--- config.mk ---
export PLATFORM = sky130hd
export DESIGN_NAME = adder_result_stage
export DESIGN_NICKNAME = d
export VERILOG_FILES = /design/src/rtl/adder_pkg.sv /design/src/rtl/result_fifo2.sv /design/src/rtl/adder_result_stage.sv
export SDC_FILE = /design/constraint.sdc
export NUM_CORES = 1
export LEC_CHECK = 0
export ABC_AREA = 1
export BUFFER_PORTS_ARGS = -buffer_cell sky130_fd_sc_hd__buf_2
export CORE_AREA = 2 2 67 95
export CTS_CLUSTER_SIZE = 16
export DETAILED_ROUTE_END_ITERATION = 16
export DIE_AREA = 0 0 69 97
export PLACE_DENSITY = 0.58
export SETUP_SLACK_MARGIN = 0.05
export SYNTH_ARGS = -nofsm -noshare
export SYNTH_HDL_FRONTEND = slang
export SYNTH_HIERARCHICAL = 1
export SYNTH_SLANG_ARGS = --single-unit
--- constraint.sdc ---
create_clock -name clk -period 2.6 [get_ports clk]
set_clock_uncertainty 0.15 [all_clocks]
set_input_delay 0.39 -clock clk [delete_from_list [all_inputs] [get_ports clk]]
set_output_delay 0.39 -clock clk [all_outputs]
set_load 0.01 [all_outputs]
--- src/rtl/adder_pkg.sv ---
// Shared definitions for the adder result stage: data width and the
// entry-count state encoding of the two-entry result buffer.
package adder_pkg;

  localparam int ADD_WIDTH = 16;

  // Encoding 2'd3 is unused and recovers to EMPTY.
  typedef enum logic [1:0] {
    EMPTY = 2'd0,
    ONE   = 2'd1,
    FULL  = 2'd2
  } fifo_state_t;

endpackage

--- src/rtl/result_fifo2.sv ---
// Two-entry result buffer with registered ready/valid. The head entry drives
// the outputs directly, so there is no combinational path from in_* to out_*.
import adder_pkg::*;

module result_fifo2 #(
  parameter int WIDTH = ADD_WIDTH
) (
  input  logic             clk,
  input  logic             rst,
  input  logic             in_valid,
  output logic             in_ready,
  input  logic [WIDTH-1:0] in_data,
  input  logic             in_carry,
  output logic             out_valid,
  input  logic             out_ready,
  output logic [WIDTH-1:0] out_data,
  output logic             out_carry
);

  fifo_state_t      state_reg;
  logic             in_ready_reg;
  logic             out_valid_reg;
  logic [WIDTH-1:0] head_data_reg;
  logic             head_carry_reg;
  logic [WIDTH-1:0] tail_data_reg;
  logic             tail_carry_reg;
  logic             push;
  logic             pop;

  assign push = in_valid & in_ready_reg;
  assign pop  = out_valid_reg & out_ready;

  always_ff @(posedge clk) begin
    if (rst) begin
      state_reg      <= EMPTY;
      in_ready_reg   <= 1'b1;
      out_valid_reg  <= 1'b0;
      head_data_reg  <= '0;
      head_carry_reg <= 1'b0;
      tail_data_reg  <= '0;
      tail_carry_reg <= 1'b0;
    end else begin
      case (state_reg)
        EMPTY: begin
          if (push) begin
            head_data_reg  <= in_data;
            head_carry_reg <= in_carry;
            out_valid_reg  <= 1'b1;
            state_reg      <= ONE;
          end
        end
        ONE: begin
          if (push && pop) begin
            head_data_reg  <= in_data;
            head_carry_reg <= in_carry;
          end else if (push) begin
            tail_data_reg  <= in_data;
            tail_carry_reg <= in_carry;
            in_ready_reg   <= 1'b0;
            state_reg      <= FULL;
          end else if (pop) begin
            // Head keeps the popped value while empty.
            out_valid_reg <= 1'b0;
            state_reg     <= EMPTY;
          end
        end
        FULL: begin
          if (pop) begin
            head_data_reg  <= tail_data_reg;
            head_carry_reg <= tail_carry_reg;
            in_ready_reg   <= 1'b1;
            state_reg      <= ONE;
          end
        end
        default: begin
          in_ready_reg  <= 1'b1;
          out_valid_reg <= 1'b0;
          state_reg     <= EMPTY;
        end
      endcase
    end
  end

  assign in_ready  = in_ready_reg;
  assign out_valid = out_valid_reg;
  assign out_data  = head_data_reg;
  assign out_carry = head_carry_reg;

endmodule

--- src/rtl/adder_result_stage.sv ---
// Registered output stage behind the 16-bit adder: buffers {cout,sum} in a
// two-entry FIFO. Define ADDER_CARRY_CNT_EN to enable the saturating carry counter.
import adder_pkg::*;

module adder_result_stage #(
  parameter int WIDTH = ADD_WIDTH,
  parameter int CNT_W = 8
) (
  input  logic             clk,
  input  logic             rst,
  input  logic             in_valid,
  output logic             in_ready,
  input  logic [WIDTH-1:0] sum,
  input  logic             cout,
  output logic             out_valid,
  input  logic             out_ready,
  output logic [WIDTH-1:0] out_data,
  output logic             out_carry,
  output logic [CNT_W-1:0] carry_count
);

  logic in_ready_int;

  result_fifo2 #(
    .WIDTH(WIDTH)
  ) u_fifo (
    .clk      (clk),
    .rst      (rst),
    .in_valid (in_valid),
    .in_ready (in_ready_int),
    .in_data  (sum),
    .in_carry (cout),
    .out_valid(out_valid),
    .out_ready(out_ready),
    .out_data (out_data),
    .out_carry(out_carry)
  );

  assign in_ready = in_ready_int;

`ifdef ADDER_CARRY_CNT_EN
  logic [CNT_W-1:0] carry_count_reg;

  // Saturates at all-ones; only reset clears it.
  always_ff @(posedge clk) begin
    if (rst) begin
      carry_count_reg <= '0;
    end else if (in_valid && in_ready_int && cout && (carry_count_reg != {CNT_W{1'b1}})) begin
      carry_count_reg <= carry_count_reg + CNT_W'(1);
    end
  end

  assign carry_count = carry_count_reg;
`else
  assign carry_count = '0;
`endif

endmodule

==> flow_summary.toml, run 1 <==
[synth]
ys_warn_count = 6
synthCells = 229
yosysMostFrequentCell = "a21oi_1"
yosysTopAreaCellShare_pct = 44.7
synth_largest_area_cell = "dfxtp_1"
ys_top_cells_by_count = "a21oi_1 (39), dfxtp_1 (38), o21ai_0 (37)"
synth_area_um2 = 1700
synth_cell_type_count = 19
synth_seq_area_share_pct = 44.7
synthTopCellsByArea = "dfxtp_1 (45%), a21oi_1 (11%), o21ai_0 (11%)"
ys_ff_latch = 38
synth-async-reset-ratio_pct = 0
synth-edff-count = 0
synthFlopType = "dfxtp_1"
synth_area_per_cell_um2 = 7.43

[floorplanning]
rows = 33
core_region_area_um2 = 5780
start_util_pct = 29.4
io_pins = 48
fp.dieH_um = 97
die_x_um = 69
dieArea_um2 = 6690

[drt]
drcViolationCount = 0
routed_wirelength_mm = 3.64
avgViaCountPerCell = 4.41
first_pass_iters = 4
num_vias = 1464
drt-wirelength-per-cell_um = 11.0
first_iter_violations = 74
drtAntennaViolNets = 0

[critical_path]
cpPeakStageDelay_ps = 550
path_class = "reg -> reg"
cp_max_fo = 36
cpMostUsedCell = "nand2_4"
cp-start-kind = "register"
crit_chain = "nand2_4 > o21ai_4 > nand2_4 > o21ai_0 > nor2_1"
arrival_ps = 1890
worstPathRequired_ps = 2630
cpMaxStageDelayCell = "dfxtp_1"
cp-end-kind = "register"

[cells_and_area]
num_antenna_cells = 0
layout.nets = 283
drive_above_1_share_pct = 20.2
syn_to_final_growth_pct = 14.9
final_cells = 332

[cts]
ctsHoldBuffers = 0
clkTransAtPathRegs_ps = 70
cts_made_buffers = 5
clock_path_buffers = 2
cts_repair_resize_count = 0
root_buffer = "clkbuf_8"
tritoncts = "built"
h-tree-depth = 2
cts_sinks = 38
post_cts_buffers = 0
insertion_delay_ps = 280

[grt]
top_usage_layer = "met2"
met3_usage_pct = 2.50
antenna_found_initial = 0
grt_pass1_wl_mm = 6.15
overflow = 0
grt_max_degree = 37
grt_pass1_vias = 1293
track_usage_pct = 11.2
use_met2_pct = 17.0
grt_util_met1_pct = 14.9

[timing]
finalCritPeriodShare_pct = 71.6
slew_violations = 0
tightestPinTransition_ps = 583
hold_viol = 0
tns_ps = 0
fmax_mhz = 537
layout_min_cycle_time_ps = 1860
setup_viol = 0
maxSlewHeadroom_pct = 61.0
grt_setup_unrepaired = "no"

[placed_design]
dp_hpwl_mm = 2.70
gp_congestion = 0.692
port_buffers = 39
place_inst = 325

[power]
vdd_drop_max_mv = 0.215
power_density_nw_per_um2 = 776
p_leak_nw = 0.865

[min_path]
hold_path_class = "in -> reg"

[run]
max-cap-violations = 0

[status]
status = "complete, no violations"
[stage by stage]
stage | instance area (µm²) | setup WS [ps] | power [mW] | hold WS [ps] | utilization (%)
5_1_grt | 1950 | 597 | 1.62 | 149 | 33.8
3_5_place_dp | 1880 | 759 | 1.16 | 291 | 32.5
6_report | 1950 | 739 | 1.52 | 133 | 33.8
2_1_floorplan | 1730 | 1180 | 1.05 | 274 | -
3_3_place_gp | 1880 | 792 | 1.15 | 282 | 32.5
4_1_cts | 1950 | 746 | 1.54 | 131 | 33.8
[logic make-up after synthesis]
logic type	count (synthesis)	synth area share [%]
compound gates	93	28.7
flops	38	44.7
simple gates	54	13.3
buf+inv	43	13.0
other cells	1	0.221
[cells in the final DEF, fill, tap and decap left out, types with 3 or more instances in the layout]
cell type and instances:
buf_2 39, dfxtp_1 38, nor2_1 20, nand3_1 3, nand2_1 27, a21oi_1 39
o21ai_0 37, conb_1 8, o21ai_1 15, inv_1 20, clkbuf_8 5
[report_power, final]
part	leakage, nW	switching [mW]	internal [mW]
Combinational	0.514	0.260	0.150
Clock	0.0383	0.195	0.185
Sequential	0.312	0.0505	0.676
Total	0.865	0.505	1.01
[area by class of cell]
type                       count  area (µm²)
sequential                    38         761
tap                           70        87.6
timing repair buffer          40         203
inverter                      22        82.6
clock buffer                   7        76.3
fill                         652        3830
multi-input combinational    155         744
[per-layer routing]
layer,wire [µm],part of all wire [%]
met4,78,2.1
met1,1750,48
met5,0,0
met2,1680,46
met3,139,3.8
[final timing paths]
kind / start / end / slack, ps / cells past startpoint
max: u_fifo/state_reg[1] / u_fifo/out_data[10] / 740 / 5
min: rst / u_fifo/out_valid / 130 / 2
max reg2reg: u_fifo/state_reg[1] / u_fifo/out_data[10] / 740 / 5
min reg2reg: u_fifo/tail_data_reg[8] / u_fifo/tail_data_reg[8] / 300 / 2
[worst max-delay path, delay by kind of cell (launching register included)]
family	cells	cell delay [ps]
compound gates	2	510
flops	1	550
simple gates	3	540
Power figures use the tool's default switching activity.
==> run 2: changes to the inputs <==
--- a/config.mk
+++ b/config.mk
@@ -11,7 +11,7 @@
 export CTS_CLUSTER_SIZE = 16
 export DETAILED_ROUTE_END_ITERATION = 16
 export DIE_AREA = 0 0 69 97
-export PLACE_DENSITY = 0.58
+export PLACE_DENSITY = 0.59
 export SETUP_SLACK_MARGIN = 0.05
 export SYNTH_ARGS = -nofsm -noshare
 export SYNTH_HDL_FRONTEND = slang
==> constraint.sdc (replaced) <==
create_clock -name clk -period 1.55 [get_ports clk]
set_clock_uncertainty 0.15 [all_clocks]
set_input_delay 0.2325 -clock clk [delete_from_list [all_inputs] [get_ports clk]]
set_output_delay 0.2325 -clock clk [all_outputs]
set_load 0.01 [all_outputs]
==> flow_summary.toml, run 2 (synthesized netlist as in run 1, its figures left out) <==
[status]
status = "complete, no violations"

[timing]
grt_setup_unrepaired = "no"
slew_violations = 0
fmax_mhz = 712
fin_ws_ps = 146
setup_viol = 0
hold_viol = 0
tns_ps = 0
finalCritPeriodShare_pct = 90.6
layout_min_cycle_time_ps = 1400

[critical_path]
worst-r2r-cell-count = 7
cp-start-kind = "register"
cp_max_fo = 35
endpoint = "u_fifo/tail_data_reg[6]"
rr_startpoint = "u_fifo/state_reg[1]"
arrival_ps = 1430
cp-end-kind = "register"
reg2reg_slack_ps = 150
path_class = "reg -> reg"
rr_endpoint = "u_fifo/tail_data_reg[6]"
worstPathRequired_ps = 1580
crit_start = "u_fifo/state_reg[1]"

[grt]
overflow = 0
track_usage_pct = 11.2
grt_max_degree = 37
grt_pass1_wl_mm = 6.13
grt_pass1_vias = 1326
antenna_found_initial = 0

[drt]
drt-wirelength-per-cell_um = 10.8
drtAntennaViolNets = 0
num_vias = 1493
routed_wirelength_mm = 3.67
first_pass_iters = 4
first_iter_violations = 61
avgViaCountPerCell = 4.40
drcViolationCount = 0

[cts]
insertion_delay_ps = 290
clock_path_buffers = 2
h-tree-depth = 2
root_buffer = "clkbuf_8"
cts_made_buffers = 5
cts_sinks = 38
tritoncts = "built"
clkTransAtPathRegs_ps = 80
post_cts_buffers = 0

[min_path]
hold_path_class = "in -> reg"
hold_depth = 3

[cells_and_area]
num_antenna_cells = 0
layout.nets = 289
final_cell_mix = "buf_2 (39), a21oi_1 (39), dfxtp_1 (35)"
drive_above_1_share_pct = 24.2
syn_to_final_growth_pct = 24.4
final_core_util_pct = 36.6

[power]
p_leak_nw = 0.942
power_density_nw_per_um2 = 1420
switchingPower_mw = 0.884
power.internal_mw = 2.12
p_total_mw = 3.00
vdd_drop_max_mv = 0.445
clock_power_share_pct = 34.8
netSwitchingFraction_pct = 29.4
seqPwrFrac_pct = 40.5
combPwrFrac_pct = 24.7

[floorplanning]
start_util_pct = 29.4
rows = 33
io_pins = 48
die_x_um = 69
fp.dieH_um = 97
core_region_area_um2 = 5780
dieArea_um2 = 6690

[placed_design]
dp_hpwl_mm = 2.73
gp_congestion = 0.813
place_ws_ps = 32.3
port_buffers = 39

[run]
max-cap-violations = 0
## run 2: worst min-delay path by stage
stage                 start                  endpoint  slack [ps]
floorplan               rst          u_fifo/out_valid         150
CTS                 sum[11]  u_fifo/tail_data_reg[11]          70
global placement        rst          u_fifo/out_valid         280
detailed placement      rst       u_fifo/state_reg[1]         280
global route        sum[11]  u_fifo/tail_data_reg[11]          80
finish              sum[11]  u_fifo/tail_data_reg[11]          70
## run 2: layout make-up
class | instances | area [µm²]
Fill cell | 614 | 3670
Sequential cell | 38 | 767
Multi-Input combinational cell | 155 | 747
Timing Repair Buffer | 46 | 288
Tap cell | 70 | 87.6
Clock buffer | 6 | 82.6
Inverter | 22 | 82.6
Clock inverter | 2 | 60.1
## run 2: layer usage
layer | routed length [µm] | track usage, % | vias to the layer above
met5 | 0 | 0 | -
met4 | 70 | 5.43 | 0
met3 | 125 | 2.50 | 6
met2 | 1780 | 18.6 | 34
met1 | 1690 | 13.5 | 638
li1 | - | - | 815
## run 2: worst max-delay path: stages (launching register included)
cell and delay (ps):
dfxtp_4 390, inv_2 80, nand2_1 60, nor2_2 130
nand2_2 90, buf_12 170, o21ai_0 160, a21oi_1 60
## run 2: through the flow
stage	area (µm²)	cells	hold WS, ps
2_1_floorplan	1730	236	152
3_3_place_gp	1950	330	278
3_5_place_dp	1950	330	284
4_1_cts	2110	339	69.1
5_1_grt	2110	339	76.6
6_report	2110	339	72.9
## run 2: timing repair
| item | 4_1_cts | 5_1_grt |
|---|---|---|
| hold buffers | 1 | 0 |
| gates cloned | 0 | 0 |
| endpoints found under the hold margin | 2 | 0 |
| resized for setup | 1 | 7 |
| setup endpoints to repair | 4 | 31 |
| pin swaps | 0 | 0 |
## run 2: power by group through the flow
stage | clock network [mW] | registers (mW) | logic (mW)
after global routing | 1.10 | 1.24 | 0.841
after global placement | 0 | 1.24 | 0.737
after detailed placement | 0 | 1.24 | 0.744
after CTS | 1.07 | 1.22 | 0.748
after floorplan | 0 | 1.27 | 0.491
final | 1.04 | 1.22 | 0.741
==> run 3: changes to the inputs <==
--- a/config.mk
+++ b/config.mk
@@ -7,13 +7,12 @@
 export LEC_CHECK = 0
 export ABC_AREA = 1
 export BUFFER_PORTS_ARGS = -buffer_cell sky130_fd_sc_hd__buf_2
-export CORE_AREA = 2 2 67 95
+export CORE_AREA = 2 2 67 94
 export CTS_CLUSTER_SIZE = 16
 export DETAILED_ROUTE_END_ITERATION = 16
-export DIE_AREA = 0 0 69 97
-export PLACE_DENSITY = 0.59
+export DIE_AREA = 0 0 69 96
+export PLACE_DENSITY = 0.6
 export SETUP_SLACK_MARGIN = 0.05
 export SYNTH_ARGS = -nofsm -noshare
 export SYNTH_HDL_FRONTEND = slang
-export SYNTH_HIERARCHICAL = 1
 export SYNTH_SLANG_ARGS = --single-unit
==> flow_summary.toml, run 3 <==
[min_path]
hold_path_class = "in -> reg"

[critical_path]
arrival_ps = 1410
cp-start-kind = "register"
cpMaxStageDelayCell = "dfxtp_2"
path_class = "reg -> reg"
cpPeakStageDelay_ps = 360
reg2reg_slack_ps = 170
cp_max_fo = 17
cpMostUsedCell = "nor2_1"
crit_chain = "inv_2 > nor2_4 > nand2_2 > nand2_8 > inv_4 > nor2_1 > nor2_1"
timing.critical_path.buf_inv = 2
worstPathRequired_ps = 1590
cp_top_family = "simple AND/OR/NAND/NOR gates"
cp-end-kind = "register"

[power]
combPwrFrac_pct = 23.9
p_leak_nw = 0.956
power_density_nw_per_um2 = 1210
clock_power_share_pct = 28.5
netSwitchingFraction_pct = 31.0
p_total_mw = 2.46
switchingPower_mw = 0.763
vdd_drop_max_mv = 0.336
seqPwrFrac_pct = 47.6
power.internal_mw = 1.70

[grt]
grt_pass1_wl_mm = 6.71
antenna_found_initial = 0
track_usage_pct = 12.7
grt_pass1_vias = 1485
grt_max_degree = 33
overflow = 0

[timing]
setup_viol = 0
slew_violations = 0
fmax_mhz = 727
finalCritPeriodShare_pct = 88.8
tns_ps = 0
layout_min_cycle_time_ps = 1380
holdWs_ps = 42.5
hold_viol = 0
grt_setup_unrepaired = "no"

[drt]
avgViaCountPerCell = 4.43
drcViolationCount = 0
drtAntennaViolNets = 0
drt-wirelength-per-cell_um = 10.6
num_vias = 1528
first_pass_iters = 4
first_iter_violations = 112
routed_wirelength_mm = 3.66

[synth]
synth_cell_type_count = 22
synthFlopType = "dfxtp_1"
yosysMostFrequentCell = "nor2_1"
synth-edff-count = 0
yosysTopAreaCellShare_pct = 45.2
synth-async-reset-ratio_pct = 0
synthCells = 232
synth_area_um2 = 1680
synth_seq_area_share_pct = 45.2
synthTopCellsByArea = "dfxtp_1 (45%), nor2_1 (9.6%), o21ai_0 (9.2%)"
ys_ff_latch = 38
ys_top_cells_by_count = "nor2_1 (43), dfxtp_1 (38), nand2_1 (32)"
synth_largest_area_cell = "dfxtp_1"
ys_warn_count = 0
synth_area_per_cell_um2 = 7.25

[floorplanning]
die_x_um = 69
start_util_pct = 29.1
fp.dieH_um = 96
rows = 33
dieArea_um2 = 6620
core_region_area_um2 = 5780
io_pins = 48

[cts]
cts_sinks = 38
root_buffer = "clkbuf_8"
cts_made_buffers = 5
clkTransAtPathRegs_ps = 70
insertion_delay_ps = 290
tritoncts = "built"
h-tree-depth = 2
clock_path_buffers = 2

[cells_and_area]
final_core_util_pct = 35.3
num_antenna_cells = 0
final_common_cell = "nor2_1"
fillers = 663
final_cell_mix = "nor2_1 (43), buf_2 (39), dfxtp_1 (35)"
layout.nets = 295
drive_above_1_share_pct = 25.5
syn_to_final_growth_pct = 21.3

[placed_design]
port_buffers = 39
dp_hpwl_mm = 2.52
gp_congestion = 0.734

[status]
status = "complete, no violations"

[run]
max-cap-violations = 0
run 3: changes by cell type after synthesis, moves of 2 or more:
cell     previous run  this run
a21oi_1            39        18
buf_6               2         4
nand2_1            27        32
inv_1              20        18
o21ai_4             2         0
buf_2               6         3
o21ai_0            37        31
o21ai_1            15        18
nor2_1             20        43
run 3: kinds of logic (layout without fill, tap and decap cells):
logic type / after synthesis / in the layout / synth area share, %
other cells: 1 / 8 / 0.223
simple gates: 83 / 83 / 20.4
compound gates: 69 / 69 / 20.9
flops: 38 / 38 / 45.2
buf+inv: 41 / 77 / 13.3
run 3: worst min-delay path, delay by kind of cell:
kind	cells	cell delay [ps]
buf+inv	1	90
simple gates	2	120
run 3: repair_timing:
item | in CTS | in global routing
hold endpoints to repair | 2 | 0
pin swaps | 0 | 2
resized for setup | 2 | 7
endpoints found under the setup margin | 7 | 29
hold buffers | 1 | 0
buffers inserted | 0 | 3
run 3: layout make-up:
| class | instances | area [µm²] | share of cell area, % |
|---|---|---|---|
| Multi-Input combinational cell | 160 | 738 | 36.2 |
| Timing Repair Buffer | 47 | 270 | 13.2 |
| Tap cell | 70 | 87.6 | 4.29 |
| Sequential cell | 38 | 764 | 37.4 |
| Clock buffer | 7 | 86.3 | 4.23 |
| Inverter | 22 | 90.1 | 4.41 |
| Clock inverter | 1 | 5.00 | 0.245 |
run 3: path summary, 6_finish.rpt:
kind	start	endpoint	cells past startpoint
setup / recovery	u_fifo.state_reg[1]	u_fifo.out_data[2]	7
hold / removal	sum[0]	u_fifo.tail_data_reg[0]	3
setup reg to reg	u_fifo.state_reg[1]	u_fifo.out_data[2]	7
hold reg to reg	u_fifo.tail_data_reg[13]	u_fifo.tail_data_reg[13]	2
run 3: through the flow:
stage	setup WS, ps	cell area, µm²	instances
global placement	73.8	1880	333
detailed placement	46.4	1880	333
global route	50.3	2040	345
finish	174	2040	345
CTS	54.1	1990	342
floorplan	193	1710	239
run 3: power groups by stage:
stage               clock, mW  combinational (mW)  sequential (mW)
global route            0.771               0.693             1.19
floorplan                   0               0.373             1.22
global placement            0               0.548             1.19
CTS                     0.736               0.562             1.17
finish                  0.701               0.590             1.17
detailed placement          0               0.553             1.19
run 3: layer usage:
metal,vias up,routed length [µm],track usage [%]
met4,0,92,6.86
met2,39,1820,21.7
met1,673,1580,14.3
met3,7,167,3.77
met5,-,0,0
li1,809,-,-
